--- src/rtl/seg_pkg.sv ---
// Shared types and constants for the 4-digit 7-segment scan driver.
package seg_pkg;

    typedef enum logic {
        BLANK = 1'b0,
        DRIVE = 1'b1
    } scan_state_e;

    localparam logic [7:0] SEG_OFF = 8'hFF;
    localparam logic [3:0] AN_OFF  = 4'hF;

    // Display payload held in both the pending and the active register sets
    typedef struct packed {
        logic [15:0] value;
        logic [3:0]  en;
        logic [3:0]  dp;
    } disp_cfg_t;

    // Active-low gfedcba patterns, entry 0 in the least-significant slot
    localparam logic [15:0][6:0] HEX7SEG_TABLE = {
        7'h0E, 7'h06, 7'h21, 7'h46, 7'h03, 7'h08, 7'h10, 7'h00,
        7'h78, 7'h02, 7'h12, 7'h19, 7'h30, 7'h24, 7'h79, 7'h40
    };

endpackage

--- src/rtl/hex7seg_decode.sv ---
// Combinational hex-digit to active-low {dp,g,f,e,d,c,b,a} segment pattern.
module hex7seg_decode
    import seg_pkg::*;
(
    input  logic [3:0] digit,
    input  logic       dp,
    output logic [7:0] seg_c
);

    always_comb begin
        seg_c = {~dp, HEX7SEG_TABLE[digit]};
    end

endmodule

--- src/rtl/seg_scan_driver.sv ---
// Time-multiplexed 4-digit 7-segment driver with inter-digit blanking and
// frame-aligned double buffering of the displayed value.
module seg_scan_driver
    import seg_pkg::*;
#(
    parameter int unsigned SCAN_DIV     = 100000,
    parameter int unsigned BLANK_CYCLES = 1000
) (
    input  logic        clk,
    input  logic        reset,
    input  logic        load,
    input  logic [15:0] disp_value,
    input  logic [3:0]  disp_en,
    input  logic [3:0]  disp_dp,
    output logic [3:0]  an,
    output logic [7:0]  seg,
    output logic        frame_done
);

    localparam int unsigned CNT_W = (SCAN_DIV > 1) ? $clog2(SCAN_DIV) : 1;
    localparam logic [CNT_W-1:0] CNT_LAST   = CNT_W'(SCAN_DIV - 1);
    localparam logic [CNT_W-1:0] BLANK_LAST = CNT_W'(BLANK_CYCLES - 1);

    scan_state_e      state_q, state_d;
    logic [CNT_W-1:0] cnt_q, cnt_d;
    logic [1:0]       digit_q, digit_d;
    disp_cfg_t        act_q, act_d;
    disp_cfg_t        pend_q, pend_d;
    logic             pend_v_q, pend_v_d;
    logic [3:0]       an_q, an_d;
    logic [7:0]       seg_q, seg_d;
    logic             frame_done_q, frame_done_d;

    logic [3:0]       mux_hex;
    logic             mux_dp;
    logic [7:0]       dec_seg_c;
    logic             slot_end;
    logic             frame_end;
    disp_cfg_t        load_cfg;

    // Select the nibble and decimal point of the digit currently being scanned
    always_comb begin
        mux_hex = act_q.value[{digit_q, 2'b00} +: 4];
        mux_dp  = act_q.dp[digit_q];
    end

    hex7seg_decode u_decode (
        .digit (mux_hex),
        .dp    (mux_dp),
        .seg_c (dec_seg_c)
    );

    always_comb begin
        slot_end  = (state_q == DRIVE) && (cnt_q == CNT_LAST);
        frame_end = slot_end && (digit_q == 2'd3);
        load_cfg  = '{value: disp_value, en: disp_en, dp: disp_dp};

        state_d      = state_q;
        cnt_d        = cnt_q + CNT_W'(1);
        digit_d      = digit_q;
        act_d        = act_q;
        pend_d       = pend_q;
        pend_v_d     = pend_v_q;
        an_d         = AN_OFF;
        seg_d        = SEG_OFF;
        frame_done_d = frame_end;

        case (state_q)
            BLANK: begin
                if (cnt_q == BLANK_LAST) begin
                    state_d = DRIVE;
                end
            end
            DRIVE: begin
                seg_d = dec_seg_c;
                if (act_q.en[digit_q]) begin
                    an_d[digit_q] = 1'b0;
                end
                if (slot_end) begin
                    state_d = BLANK;
                    cnt_d   = '0;
                    digit_d = digit_q + 2'd1;
                end
            end
            default: begin
                state_d = BLANK;
            end
        endcase

        // A load on the frame boundary itself bypasses the pending buffer
        if (frame_end) begin
            if (load) begin
                act_d = load_cfg;
            end else if (pend_v_q) begin
                act_d = pend_q;
            end
            pend_v_d = 1'b0;
        end else if (load) begin
            pend_d   = load_cfg;
            pend_v_d = 1'b1;
        end
    end

    always_ff @(posedge clk) begin
        if (reset) begin
            state_q      <= BLANK;
            cnt_q        <= '0;
            digit_q      <= 2'd0;
            act_q        <= '0;
            pend_q       <= '0;
            pend_v_q     <= 1'b0;
            an_q         <= AN_OFF;
            seg_q        <= SEG_OFF;
            frame_done_q <= 1'b0;
        end else begin
            state_q      <= state_d;
            cnt_q        <= cnt_d;
            digit_q      <= digit_d;
            act_q        <= act_d;
            pend_q       <= pend_d;
            pend_v_q     <= pend_v_d;
            an_q         <= an_d;
            seg_q        <= seg_d;
            frame_done_q <= frame_done_d;
        end
    end

    assign an         = an_q;
    assign seg        = seg_q;
    assign frame_done = frame_done_q;

endmodule
--- config.mk ---
export PLATFORM = sky130hd
export DESIGN_NAME = seg_scan_driver
export DESIGN_NICKNAME = d
export VERILOG_FILES = /design/src/rtl/seg_pkg.sv /design/src/rtl/hex7seg_decode.sv /design/src/rtl/seg_scan_driver.sv
export SDC_FILE = /design/constraint.sdc
export NUM_CORES = 1
export LEC_CHECK = 0
export CAP_MARGIN = 10
export CELL_PAD_IN_SITES_DETAIL_PLACEMENT = 0
export CELL_PAD_IN_SITES_GLOBAL_PLACEMENT = 2
export CORE_MARGIN = 4
export CORE_UTILIZATION = 36
export CTS_CLUSTER_DIAMETER = 200
export CTS_CLUSTER_SIZE = 20
export DETAILED_ROUTE_END_ITERATION = 7
export GPL_ROUTABILITY_DRIVEN = 0
export PLACE_DENSITY = 0.82
export SYNTH_ARGS = -nofsm -noshare
export SYNTH_HDL_FRONTEND = slang
export SYNTH_SLANG_ARGS = --single-unit
--- constraint.sdc ---
create_clock -name clk -period 2.6 [get_ports clk]
set_input_delay 0.26 -clock clk [delete_from_list [all_inputs] [get_ports clk]]
set_output_delay 0.26 -clock clk [all_outputs]
set_load 0.005 [all_outputs]
# After elaboration in Yosys (flattened, before gate mapping)
# Memories as Yosys holds them, arrays and structs flattened. A register that Yosys moved wholly into a read port is not among the register bits.
# Cells that the tools add are included.
word_totals:
  register_bits: 82
  latchBits: 0
  mem_bits_rw: 0
  romBits: 112
  inputBits: 27
  output_inout_bits: 13
  elab_cells: 52
  memories: 1
memory_table:
  columns: ["memory", "words", "width", "read_ports", "rd_ports_with_merged_regs", "wr", "line_no", "source"]
  rows:
  - ["(no name shown)", 16, 7, 1, 1, 0, "hex7seg_decode.sv:11", "seg_c = {~dp, HEX7SEG_TABLE[digit]};"]
classes:
  addsub: 2
  mul: 0
  div_mod_pow: 0
  n_lt_le_gt_ge: 3
  eq_ne: 3
  n_shift: 1
  n_mux: 14
  n_bitwise: 5
  reduce_logical: 10
op_table:
  columns: ["cell", "count"]
  rows:
  - ["$mux W24", 2]
  - ["$mux W17", 2]
  - ["$add A17 B1 Y17 const B", 1]
  - ["$eq A17 B10 Y1 const B", 1]
  - ["$eq A17 B17 Y1 const B", 1]
  - ["$shiftx A16 B5 Y4", 1]
  - ["$mux W7", 1]
  - ["$reduce_and A2 Y1", 3]
  - ["$lt A4 B5 Y1 const B", 1]
  - ["$mux W1", 5]
  - ["$bmux W1 S2", 2]
  - ["$not A1 Y1", 4]
  - ["$not A4 Y4", 1]
  - ["$reduce_or A2 Y1", 2]
  - ["$logic_and A1 B1 Y1", 3]
  - ["$lt A2 B3 Y1 const B", 1]
  - ["$reduce_or A3 Y1", 1]
  - ["$add A2 B1 Y2 const B", 1]
  - ["$demux W1 S2", 1]
  - ["$eq A2 B2 Y1 const B", 1]
  - ["$ge A2 B1 Y1 const B", 1]
  - ["$pmux W1 S2", 1]
  - ["$reduce_bool A2 Y1", 1]

# Logic depth before layout (Yosys ltp)
depth:
  ltp_word: 5
  ltp_mapped: 8
  depth_no_buf: 6

# By module
# From an unflattened synthesis, not the netlist that was laid out.
unflattened:
  cells_unflattened: 405
  hier_area_um2: 3940.0
by_module_without_submodules:
  columns: ["module", "n_inst", "cells_per_inst", "area_per_inst_um2", "seq_area_each_um2"]
  rows:
  - ["seg_scan_driver", 1, 373, 3683.5, 1641.6]
  - ["hex7seg_decode", 1, 32, 256.5, 0.0]

# Least setup slack after synthesis
# OpenSTA, ideal clock, no wires.
synth_path:
  path_kind: "register to register"
  from: "register digit_q[0]"
  to: "register seg_q[1], in the netlist seg[1]"
  setup_time_ns: 0.139
  arrival_ns: 1.689
  required_time_ns: 2.461
  slack_ns: 0.773
  stages_incl_launch_ff: 7
  n_path_buf: 1
  period_less_slack_ns: 1.827
  path_cell_list: "dfxtp_1 -> buf_6 -> mux4_2 -> inv_1 -> ha_1 -> o211ai_1 -> o211ai_1"
synth_via:
  elab_chain_len: 1
synth_rtl:
  columns: ["item", "line_no", "source"]
  rows:
  - ["start, declared", "seg_scan_driver.sv:26", "logic [1:0] digit_q, digit_d;"]
  - ["start signal, assigned", "seg_scan_driver.sv:118", "digit_q <= digit_d;"]
  - ["$shiftx A16 B5 Y4", "seg_scan_driver.sv:43", "mux_hex = act_q.value[{digit_q, 2'b00} +: 4];"]
  - ["end, declared", "seg_scan_driver.sv:31", "logic [7:0] seg_q, seg_d;"]
# Every way passes these cells.
# A chain may end at the register's enable or synchronous reset.

# Worst setup path in the final report
layout_path:
  from: "register cnt_q[0]"
  to: "register pend_q[8] in the netlist's numbering"
layout_via:
  elab_chain_len: 5
layout_rtl:
  columns: ["item", "line_no", "source"]
  rows:
  - ["start, declared", "seg_scan_driver.sv:25", "logic [CNT_W-1:0] cnt_q, cnt_d;"]
  - ["start signal, assigned", "seg_scan_driver.sv:117", "cnt_q <= cnt_d;"]
  - ["$eq A17 B17 Y1", "seg_scan_driver.sv:54", "slot_end = (state_q == DRIVE) && (cnt_q == CNT_LAST);"]
  - ["$logic_and A1 B1 Y1", "seg_scan_driver.sv:54", null]
  - ["$logic_and A1 B1 Y1", "seg_scan_driver.sv:55", "frame_end = slot_end && (digit_q == 2'd3);"]
  - ["$not A1 Y1 (no source line)", null, null]
  - ["$reduce_and A2 Y1 (no source line)", null, null]
  - ["end signal, assigned", "seg_scan_driver.sv:120", "pend_q <= pend_d;"]
  - ["end, declared", "seg_scan_driver.sv:28", "disp_cfg_t pend_q, pend_d;"]
# Every way passes these cells.

==> impl_metrics.json <==
{
  "netlist_area_um2": 4030,
  "mostFrequentLayoutCells": "dfxtp_1 (82), nand2b_1 (53), clkdlybuf4s50_1 (38)",
  "antenna_left": 0,
  "drt_iter0_drc": 117,
  "postCtsSetupBuffers": 0,
  "p_leak_uw": 0.00172,
  "status": "complete, no violations",
  "nNetsFinal": 482,
  "wirelength_um": 8800,
  "antenna_found_initial": 0,
  "grt_setup_unrepaired": "no",
  "start_util_pct": 37.0,
  "die_area_um2": 12900,
  "cts-htree-levels": 3,
  "holdPathEnd": "cnt_q[4]",
  "die-height_um": 114,
  "post_cts_resized": 0,
  "synthDistinctLibCells": 53,
  "postSynthCellCount": 417,
  "switching_share_pct": 22.5,
  "numPortBuffers": 39,
  "power_frac_seq_pct": 51.0,
  "grt_max_degree": 43,
  "clkTransAtPathRegs_ns": 0.09,
  "seq_area_frac_synth_pct": 40.8,
  "rows": 38,
  "relSlewSlack_pct": 28.3,
  "grt_overflow": 0,
  "wl_per_cell_um": 14.9,
  "p_per_area_nw_per_um2": 544,
  "cts_sinks": 82,
  "grt.total_usage_pct": 14.5,
  "r2r.worst_path.cells": 5,
  "power.switching_uw": 574,
  "core_area_um2": 10900,
  "via_count": 3034,
  "gr-usage-met2_pct": 23.3,
  "area_growth_pct": 16.6,
  "avgSynthCellArea_um2": 9.65,
  "ys_seq_elements": 82,
  "ys_warn_count": 0,
  "startpoint": "cnt_q[0]",
  "setup_violations": 0,
  "cell_internal_pwr_uw": 1980,
  "via_per_inst": 5.15,
  "cts_tree": "yes",
  "top_usage_layer": "met2",
  "finalHoldViolCount": 0,
  "post-route-period-util_pct": 85.5,
  "critical_path_class": "reg -> reg",
  "worst_clock_skew_ns": 0.0126,
  "worstPathArrival_ns": 2.51,
  "root_buffer": "clkbuf_8",
  "synth_area_leaders": "dfxtp_1 (41%), nand2b_1 (8.2%), mux2i_1 (6.2%)",
  "grt_pass1_wl_um": 15100,
  "synth_ff_type": "dfxtp_1",
  "hpwlAfterDp_um": 5980,
  "cts.path.max_buffers": 2,
  "hp-class": "in -> reg",
  "crit_fanout": 24,
  "post-route-util_pct": 43.1,
  "grt_pass1_vias": 3052,
  "fmax_mhz": 450,
  "synth_top_cell_by_area": "dfxtp_1",
  "end_kind": "flip-flop",
  "regToRegSetupSlack_ns": 0.38,
  "power.share.clock_pct": 41.5,
  "layout_min_cycle_time_ns": 2.22,
  "drc": 0,
  "async_reset_ff_share_pct": 0,
  "met1_usage_pct": 19.2,
  "min_from": "reset",
  "reg2reg_to": "pend_q[8]",
  "cts_buffers": 9,
  "clk_latency_ns": 0.36,
  "io-pin-count": 40,
  "synth_fp_nets": 455,
  "die_x_um": 114,
  "worst_pin_slew_ns": 1.07,
  "grtUsageMet3_pct": 3.18,
  "hold_slack_ns": 0.405,
  "peakVddDrop_uv": 204,
  "holdPathStages": 2,
  "cp-start-kind": "flip-flop",
  "setup-tns-final_ns": 0,
  "antennaDiodeCount": 0,
  "drt_first_pass_iters": 4,
  "synth_edf_count": 0,
  "r2r_start": "cnt_q[0]",
  "layout-drive-gt1-share_pct": 11.8,
  "cap_violations": 0,
  "crit_required_ns": 2.89,
  "p_comb_share_pct": 7.5,
  "hold_buffers": 0,
  "final_common_cell": "dfxtp_1",
  "drv_slew": 0,
  "synth_top_area_share_pct": 40.8
}
-- sequential cells by signal (all words and copies together) (netlist names) --
signal,count
an,4
state_q,1
frame_done,1
pend_q,24
cnt_q,17
act_q,24
seg,8
digit_q,2
pend_v_q,1
-- how the worst max path moves through the flow --
stage | end | cells after the start
3_3_place_gp | pend_q[1] | 5
2_1_floorplan | seg[1] | 6
3_5_place_dp | pend_q[7] | 5
6_report | pend_q[8] | 5
4_1_cts | pend_q[8] | 5
5_1_grt | pend_q[2] | 5
-- per-stage QoR --
step / area [um2] / cells / total power, uW / setup WS (ns)
after floorplan: 4030 / 417 / 1450 / 0.773
after global placement: 4470 / 573 / 1520 / 0.385
after detailed placement: 4470 / 573 / 1530 / 0.327
after CTS: 4690 / 589 / 2600 / 0.299
after global routing: 4690 / 589 / 2670 / 0.204
final: 4690 / 589 / 2550 / 0.377
-- power groups by stage --
stage	combinational (uW)	sequential (uW)	clock [uW]
6_report	191	1300	1060
4_1_cts	196	1300	1100
5_1_grt	215	1310	1150
3_5_place_dp	194	1330	0
3_3_place_gp	191	1330	0
2_1_floorplan	127	1320	0
-- cell families (layout without fill, tap and decap cells) --
family / count (synthesis) / count (layout) / synth area share (%)
fa+ha+maj: 11 / 11 / 3.42
compound gates: 99 / 99 / 16.0
buf+inv: 41 / 73 / 5.50
flops: 82 / 82 / 40.8
mux: 31 / 31 / 9.57
simple gates: 140 / 140 / 21.9
xor+xnor: 13 / 13 / 2.83
-- per-layer routing --
metal | vias up | routed length, um | share of wire [%]
li1 | 1548 | - | -
met1 | 1445 | 4310 | 49
met2 | 31 | 4150 | 47
met3 | 10 | 234 | 2.7
met4 | 0 | 110 | 1.2
met5 | - | 0 | 0
-- area by class of cell --
type                       instances  area (um2)
clock buffer                      12         155
clock inverter                     4        73.8
fill                            1108        6190
inverter                           9        33.8
multi-input combinational        294        2160
sequential                        82        1640
tap                              140         175
timing repair buffer              48         453
-- critical path, cell delays in order (launching register included) --
cell     delay, ns
dfxtp_1       0.34
ha_1          0.25
and4_1        0.22
and4_4        0.20
a21oi_4       0.83
mux2i_1       0.28
-- cell usage after synthesis (3+ instances only) --
library cell  instances
a21oi_1               6
a31oi_1              24
and4_1                3
buf_4                 5
buf_6                 6
clkbuf_1             17
dfxtp_1              82
ha_1                 11
inv_1                 8
mux2i_1              25
mux4_2                6
nand2_1              12
nand2b_1             53
nand3_1              10
nand4_1               6
nor2_1               20
o21a_1               24
o21ai_0              20
o21ai_1               3
o22ai_1              11
or3b_2               14
xnor2_1               5
xor2_1                8
No activity file was read; power rests on OpenSTA's default activity.
